==> src/rtl/error_checking_pkg.sv <==
// error_checking_pkg: shared constants for the OBC error-checking pipeline
//   QUESTION_WIDTH  width of challenge questions and answers
//   LFSR_TAPS       feedback taps for x^4+x^3+1
//   LFSR_ZERO_SUB   replacement for an all-zero seed (zero is a lock-up state)
//   ST_* / state_t  challenge_issuer state encoding
package error_checking_pkg;
   localparam int QUESTION_WIDTH = 4;
   localparam logic [QUESTION_WIDTH-1:0] LFSR_TAPS = 4'b1100;
   localparam logic [QUESTION_WIDTH-1:0] LFSR_ZERO_SUB = 4'b0001;
   localparam logic [1:0] ST_IDLE = 2'd0;
   localparam logic [1:0] ST_ASK = 2'd1;
   localparam logic [1:0] ST_DELIVER = 2'd2;
   localparam logic [1:0] ST_GAP = 2'd3;
   typedef enum logic [1:0] {IDLE = ST_IDLE, ASK = ST_ASK, DELIVER = ST_DELIVER, GAP = ST_GAP} state_t;
   function automatic logic [QUESTION_WIDTH-1:0] fix_seed(input logic [QUESTION_WIDTH-1:0] s);
      return s == '0 ? LFSR_ZERO_SUB : s;
   endfunction
endpackage

==> src/rtl/question_lfsr.sv <==
// question_lfsr: 4-bit Fibonacci LFSR (x^4+x^3+1) producing challenge questions
//   clk    rising-edge clock
//   reset  synchronous active-low reset, loads seed (zero replaced)
//   step   advance one position
//   seed   reset value
//   value  current LFSR state
module question_lfsr import error_checking_pkg::*; (
   input  logic                      clk,
   input  logic                      reset,
   input  logic                      step,
   input  logic [QUESTION_WIDTH-1:0] seed,
   output logic [QUESTION_WIDTH-1:0] value
);
   always_ff @(posedge clk)
      if (!reset) value <= fix_seed(seed);
      else if (step) value <= {value[QUESTION_WIDTH-2:0], ^(value & LFSR_TAPS)};
endmodule

==> src/rtl/challenge_issuer.sv <==
// challenge_issuer: poses LFSR questions to the OBC, times out slow answers, hands records to the checker
//   clk, reset                 clock, synchronous active-low reset
//   enable                     permits issuing challenges
//   question, question_valid   challenge posed to the OBC
//   answer_obc, answer_valid   OBC response, sampled only while asking
//   pair_*                     (question, answer, timeout) record, valid/ready handshake
//   timeout_count              saturating count of timeouts since reset
module challenge_issuer import error_checking_pkg::*; #(
   parameter int TIMEOUT_CYCLES = 1000,
   parameter int INTERVAL_CYCLES = 100,
   parameter logic [QUESTION_WIDTH-1:0] LFSR_SEED = 4'b1001
) (
   input  logic                      clk,
   input  logic                      reset,
   input  logic                      enable,
   output logic [QUESTION_WIDTH-1:0] question,
   output logic                      question_valid,
   input  logic [QUESTION_WIDTH-1:0] answer_obc,
   input  logic                      answer_valid,
   output logic                      pair_valid,
   output logic [QUESTION_WIDTH-1:0] pair_question,
   output logic [QUESTION_WIDTH-1:0] pair_answer,
   output logic                      pair_timeout,
   input  logic                      pair_ready,
   output logic [7:0]                timeout_count
);
   localparam int CMAX = TIMEOUT_CYCLES > INTERVAL_CYCLES ? TIMEOUT_CYCLES : INTERVAL_CYCLES;
   localparam int CW = $clog2(CMAX + 1);
   localparam logic [CW-1:0] T_LAST = CW'(TIMEOUT_CYCLES - 1);
   localparam logic [CW-1:0] I_LAST = CW'(INTERVAL_CYCLES - 1);
   state_t state;
   logic [CW-1:0] cnt;
   logic [QUESTION_WIDTH-1:0] lfsr_q;
   logic step;
   assign step = state == DELIVER && pair_ready;
   question_lfsr u_lfsr (.clk(clk), .reset(reset), .step(step), .seed(LFSR_SEED), .value(lfsr_q));
   // cnt holds the number of completed cycles in the current state; every transition clears it
   always_ff @(posedge clk) begin
      if (!reset) begin
         state <= IDLE;
         cnt <= '0;
         question <= '0;
         question_valid <= 1'b0;
         pair_valid <= 1'b0;
         pair_question <= '0;
         pair_answer <= '0;
         pair_timeout <= 1'b0;
         timeout_count <= '0;
      end else begin
         cnt <= cnt + CW'(1);
         case (state)
            IDLE: if (enable) begin
               state <= ASK;
               cnt <= '0;
               question <= lfsr_q;
               question_valid <= 1'b1;
            end
            // an answer on the final allowed cycle beats the timeout
            ASK: if (answer_valid || cnt == T_LAST) begin
               state <= DELIVER;
               cnt <= '0;
               question_valid <= 1'b0;
               pair_valid <= 1'b1;
               pair_question <= question;
               pair_answer <= answer_valid ? answer_obc : '0;
               pair_timeout <= !answer_valid;
               if (!answer_valid && timeout_count != 8'hFF) timeout_count <= timeout_count + 8'd1;
            end
            DELIVER: if (pair_ready) begin
               state <= enable ? GAP : IDLE;
               cnt <= '0;
               pair_valid <= 1'b0;
            end
            GAP: if (!enable) begin
               state <= IDLE;
               cnt <= '0;
            end else if (cnt == I_LAST) begin
               state <= ASK;
               cnt <= '0;
               question <= lfsr_q;
               question_valid <= 1'b1;
            end
            default: state <= IDLE;
         endcase
      end
   end
endmodule

==> config.mk <==
export PLATFORM = sky130hd
export DESIGN_NAME = challenge_issuer
export DESIGN_NICKNAME = d
export VERILOG_FILES = /design/src/rtl/error_checking_pkg.sv /design/src/rtl/question_lfsr.sv /design/src/rtl/challenge_issuer.sv
export SDC_FILE = /design/constraint.sdc
export NUM_CORES = 1
export LEC_CHECK = 0
export CORE_MARGIN = 8
export CORE_UTILIZATION = 53
export CTS_CLUSTER_DIAMETER = 40
export DETAILED_ROUTE_END_ITERATION = 10
export PLACE_DENSITY_LB_ADDON = 0.12
export SLEW_MARGIN = 20
export SYNTH_ARGS = -nofsm -noshare
export SYNTH_HDL_FRONTEND = slang
export SYNTH_SLANG_ARGS = --single-unit
==> constraint.sdc <==
create_clock -name clk -period 4.1 [get_ports clk]
set_input_delay 0.615 -clock clk [delete_from_list [all_inputs] [get_ports clk]]
set_output_delay 0.615 -clock clk [all_outputs]
set_load 0.01 [all_outputs]
* Word-level counts from Yosys, hierarchy flattened
Cells that the tools add are included.
** Cells by class
- $add $sub $neg :: 2
- Equality and inequality tests :: 12
- Multiplexer cells :: 26
- Reductions and logical operators :: 15
** Operators by type and width (count)
- $mux 10 :: 5
- $pmux 10 s4 :: 1
- $mux 4 :: 4
- $mux 2 :: 6
- $add 10x1->10 const B :: 1
- $eq 10x10->1 const B :: 1
- $eq 10x7->1 const B :: 1
- $ne 2x2->1 const B :: 5
- $add 8x1->8 const B :: 1
- $ne 8x8->1 const B :: 1
- $pmux 2 s4 :: 1
- $pmux 4 s2 :: 1
- $reduce_and 4->1 :: 2
- $mux 1 :: 6
- $reduce_and 3->1 :: 2
- $reduce_and 5->1 :: 1
- $eq 2x2->1 const B :: 2
- $reduce_bool 2->1 :: 2
- $reduce_xor 4->1 :: 1
- $ne 3x3->1 const B :: 1
- $pmux 1 s3 :: 1
- $reduce_bool 3->1 :: 1
- $eq 2x1->1 const B :: 1
- $logic_and 1x1->1 :: 2
- other kinds (5) :: 5
** Word-level totals
- Bits in registers :: 39
- Bits of input ports :: 9
- Word-level logic and storage cells :: 65

* Longest topological paths before layout
- Depth after elaboration :: 4
- Mapped depth :: 6

* Modules after synthesis
Synthesis repeated with hierarchy kept, for this count alone.
** Second synthesis, totals
- Cells, all modules :: 196
- Area, all modules :: 1875.5 µm²
** By module, submodules not included
- challenge_issuer :: instances 1, cells an instance 184, area an instance 1689.1 µm², seq. area each 700.7 µm²
- question_lfsr :: instances 1, cells an instance 12, area an instance 186.4 µm², seq. area each 120.1 µm²

* Worst setup path before layout
Ideal clock, no wire load.
- Kind :: register to register
- Start point :: register cnt[0]
- End point :: register timeout_count[7]
- Arrival :: 1.697 ns
- Required time :: 3.985 ns
- Slack :: 2.287 ns
- Stages on the path, launching flop included :: 6
- Buffers on the path :: 0
- Period minus slack after synthesis :: 1.813 ns
- Cell sequence :: dfxtp_1 > ha_1 > and4bb_1 > nand4_2 > or4_1 > and3_1
** Between the ends
- Longest elaborated chain between the ends :: 3
** RTL lines
- start: declaration :: line challenge_issuer.sv:32 : logic [CW-1:0] cnt;
- start signal: assignment :: line challenge_issuer.sv:50 : cnt <= cnt + CW'(1);
- $eq 10x10->1 :: line challenge_issuer.sv:59 : ASK: if (answer_valid || cnt == T_LAST) begin
- $logic_or 1x1->1 :: line challenge_issuer.sv:59
- $reduce_and 3->1 (no line)
- end signal: assignment :: line challenge_issuer.sv:67 : if (!answer_valid && timeout_count != 8'hFF) timeout_count <= timeout_count + 8'd1;
- end: declaration :: line challenge_issuer.sv:25 : output logic [7:0] timeout_count
Every way passes these cells.
A chain may end at the register's enable or synchronous reset.

* Worst setup path after layout
Ends and elaborated chain as after synthesis.

==> impl_results.md <==
* Max VDD drop at 0.2612 mV
* Overall Global Routing Usage at 0.1620
* Maximum cell stage delay along the critical path at approximately 0.57 ns
* Worst Min Path Start: pair_question[0]
* Power Density at 355.8 nW/um^2
* Worst hold path type: flop to flop
* Global-route wire length before repair at a little under 7000 microns
* Synth Area in XOR/XNOR at 0.04300
* Type of element capturing the critical path: flop
* Post-CTS clock slew at the launch and capture registers of the worst setup and hold paths at 0.12 ns
* Number of I/O pins at 32
* P&R area growth vs syn at 23.55%
* Simple-gate area share of the yosys netlist at 0.2737
* Share of cells above drive strength 1 at 0.05957
* Final number of setup-violating endpoints at 0
* Outcome: completed
* Number of failing hold endpoints at the final stage at 0
* Number of buffers and inverters on the critical path at 0
* Synth Flop Type: sky130_fd_sc_hd__dfxtp_1
* Worst Tran Pin Value at 0.6212 ns
* Worst R2R Start: cnt[0]
* Post-synthesis cell type count at 44
* Wire length reported by the detailed router at 4289 microns
* Cell depth of the worst setup path at 5
* Average instance area after synthesis at 8.898 sq um
* Placeable core region at 3337 sq um
* Area of the multi-input gates at 984.7 sq um
* Syn_nets at ~220
* Synth Area in Compound Gates at 0.1577
* Startpoint of the worst setup timing path: cnt[0]
* Multiplexer area fraction after synthesis at 0.04915
* Final core utilization at 0.6787
* Arrival time reported for the critical path endpoint at about 2.6 ns
* Count of input and output buffers at 31
* Number of buffers inserted by post-CTS setup repair at 0
* Antenna Violating Nets Remaining at 0
* Category of the most critical setup path: flop to flop
* Final HPWL from detailed placement at 3086 microns
* Number of synthesized flops with an enable pin at 0
* Yosys reg bits at 39
* Synth top area cells: sky130_fd_sc_hd__dfxtp_1 (43%), sky130_fd_sc_hd__mux2i_1 (4.9%), sky130_fd_sc_hd__a21oi_1 (4.1%)
* Fraction of the yosys area taken by sequential cells at 0.4259
* H-tree depth at 2
* Required time at the worst-slack endpoint at 4.37 ns
* Largest net degree at the start of global routing at 25
* Max Fanout on Critical Path at 15
* Count of warnings emitted by yosys at 0
* Number of max-slew violations in the final report at 0
* Syn Std Cell Area at 1833 sq um
* Initial DRC count at roughly 150
* Post-layout nets at 245
* Number of stages on the worst hold path at 2
* Adder-cell area share of the yosys netlist at 0.01365
* Overall die width at approximately 75 microns
* Number of global-route vias before repair at 1490
* Total number of vias at between 1.5k and 2k
* CTS Sinks at 39
* Fillers at 285
* Effective utilization at floorplan at 0.5493
* Post-synthesis async set-or-reset flop share at 0
* Area fraction of the dominant cell type after synthesis at 0.4259
* Startpoint class of the critical path: flop
* Site row count at 21
* DRC Markers at 0
* Y dimension of the die at approximately 75 microns
* Register area at between 700 and 800 sq um
* Post-Route Skew at 0.007480 ns
* Cell at the root of the clock tree: sky130_fd_sc_hd__clkbuf_4
* Slew headroom at 0.5843
* Later-pin clock latency in the skew report at 0.36 ns
* Initial antenna violation count at 0
* Final period util at 0.5581
* Unrepaired setup endpoints after global routing: false
* Achievable clock frequency at 437.0 MHz
* Crit path max-delay cell type: sky130_fd_sc_hd__or4_1
* Cell family with the largest share of critical-path delay: simple AND/OR/NAND/NOR gates
* Max-cap violations at 0
* Average via count per standard cell at 5.826
* Leading post-synthesis cells by instance count: sky130_fd_sc_hd__dfxtp_1 (39), sky130_fd_sc_hd__nand2_1 (19), sky130_fd_sc_hd__nor2_1 (17)
* Setup_tns at 0 ns
* Area of the die at approximately 5600 sq um
* Weighted congestion at the end of routability-driven global placement at 0.8138
* Number of antenna cells inserted at 0
* Combinational family with the most area after synthesis: simple AND/OR/NAND/NOR gates
* Count leader, synth: sky130_fd_sc_hd__dfxtp_1
* Ordered cell list for the critical path: ha_1 -> and4bb_1 -> nand4_2 -> or4_1 -> and3_1
* Min Clock Period, post-route at ~2.3 ns
* Clock tree from TritonCTS: built
* Maximum count of clock buffers along a single path at 2
* Final global-route overflow total at 0
* Post-synthesis cell type with the largest combined area: sky130_fd_sc_hd__dfxtp_1
* DRT Pass-1 Iters at 4
* Static Leak at 0.8031 nW
* Gates resized, CTS repair at 0
* Path depth of the worst reg2reg path at 5
* Total of hold buffers inserted after clock tree synthesis at 0
* Post-detailed-route wirelength per cell at 15.26 microns
* Gate count of the mapped netlist at roughly 210
* Cts bufs inserted at 5
==> worst min-delay path, delay by kind of cell (launching register included) <==
family	cells	cell delay (ns)
and+or+nand+nor	1	0.05
muxes	1	0.06
DFF	1	0.33
==> registers in the layout, summed over array words and instances (netlist names), 2 cells and up <==
signal,cells
cnt,10
pair_answer,4
pair_question,4
question,4
state,2
timeout_count,8
u_lfsr.value,4
==> placed cells by master (no fill, tap or decap), types with 2 or more instances in the layout <==
cell type                         synthesis  final
sky130_fd_sc_hd__o211ai_1                 2      2
sky130_fd_sc_hd__xnor2_1                  4      4
sky130_fd_sc_hd__nand3_1                 12     12
sky130_fd_sc_hd__nand2b_1                 2      2
sky130_fd_sc_hd__nor2_1                  17     17
sky130_fd_sc_hd__nor3b_1                  2      2
sky130_fd_sc_hd__nand4_1                  8      8
sky130_fd_sc_hd__bufinv_16                0      2
sky130_fd_sc_hd__nand2_1                 19     19
sky130_fd_sc_hd__o22ai_1                  5      5
sky130_fd_sc_hd__clkdlybuf4s50_1          0     31
sky130_fd_sc_hd__or4_1                    5      5
sky130_fd_sc_hd__o21ai_0                  3      3
sky130_fd_sc_hd__dfxtp_1                 39     39
sky130_fd_sc_hd__and4_1                   4      4
sky130_fd_sc_hd__nand3b_1                 4      4
sky130_fd_sc_hd__a211oi_1                 2      2
sky130_fd_sc_hd__o31ai_1                  4      4
sky130_fd_sc_hd__mux2i_1                  9      9
sky130_fd_sc_hd__and3_1                   4      4
sky130_fd_sc_hd__ha_1                     2      2
sky130_fd_sc_hd__clkbuf_4                 0      5
sky130_fd_sc_hd__inv_1                    5      5
sky130_fd_sc_hd__a21oi_1                 15     15
sky130_fd_sc_hd__xor2_1                   5      5
sky130_fd_sc_hd__nor4_1                   2      2
sky130_fd_sc_hd__a32o_1                   4      4
==> cell type report <==
type                       instances  share of cell area
multi-input combinational        151              0.4348
sequential                        39              0.3448
timing repair buffer              32              0.1403
clock inverter                     3             0.02983
tap                               46             0.02541
clock buffer                       5             0.01657
inverter                           5            0.008287
==> worst paths after layout <==
check	endpoint	slack (ns)
min reg2reg	pair_question[0]	0.47
max	timeout_count[7]	1.81
min	pair_question[0]	0.47
max reg2reg	timeout_count[7]	1.81
==> per-stage QoR <==
stage	setup WS [ns]	cells	power, mW	hold slack [ns]	area (sq um)
2_1_floorplan	2.287	206	0.4590	0.4490	1833
3_3_place_gp	1.527	273	0.4880	0.4452	2160
3_5_place_dp	1.474	273	0.4917	0.4593	2160
4_1_cts	1.841	281	0.8131	0.4770	2265
5_1_grt	1.630	281	0.8400	0.4913	2265
6_report	1.812	281	0.8059	0.4722	2265
==> metal layers <==
metal,routed length [microns],vias up,track usage
met3,378,8,0.05459
met4,76,0,0.08043
li1,-,817,-
met5,0,-,0
met1,1890,750,0.1962
met2,1943,62,0.2498
==> where the power goes <==
| group | total, mW | leakage [nW] | switching (mW) | internal [mW] |
|---|---|---|---|---|
| clock | 0.323 | 0.0514 | 0.133 | 0.189 |
| sequential | 0.407 | 0.316 | 0.0160 | 0.391 |
| combinational | 0.0759 | 0.435 | 0.0369 | 0.0391 |
| total | 0.806 | 0.803 | 0.186 | 0.620 |
==> kinds of logic after synthesis <==
group | after synthesis
DFF | 39
muxes | 9
xor gates and xnor gates | 9
adders and majority gates | 2
and+or+nand+nor | 88
AOI/OAI and AO/OA | 43
buffers and inverters | 16
(Power assumes the default switching activity.)
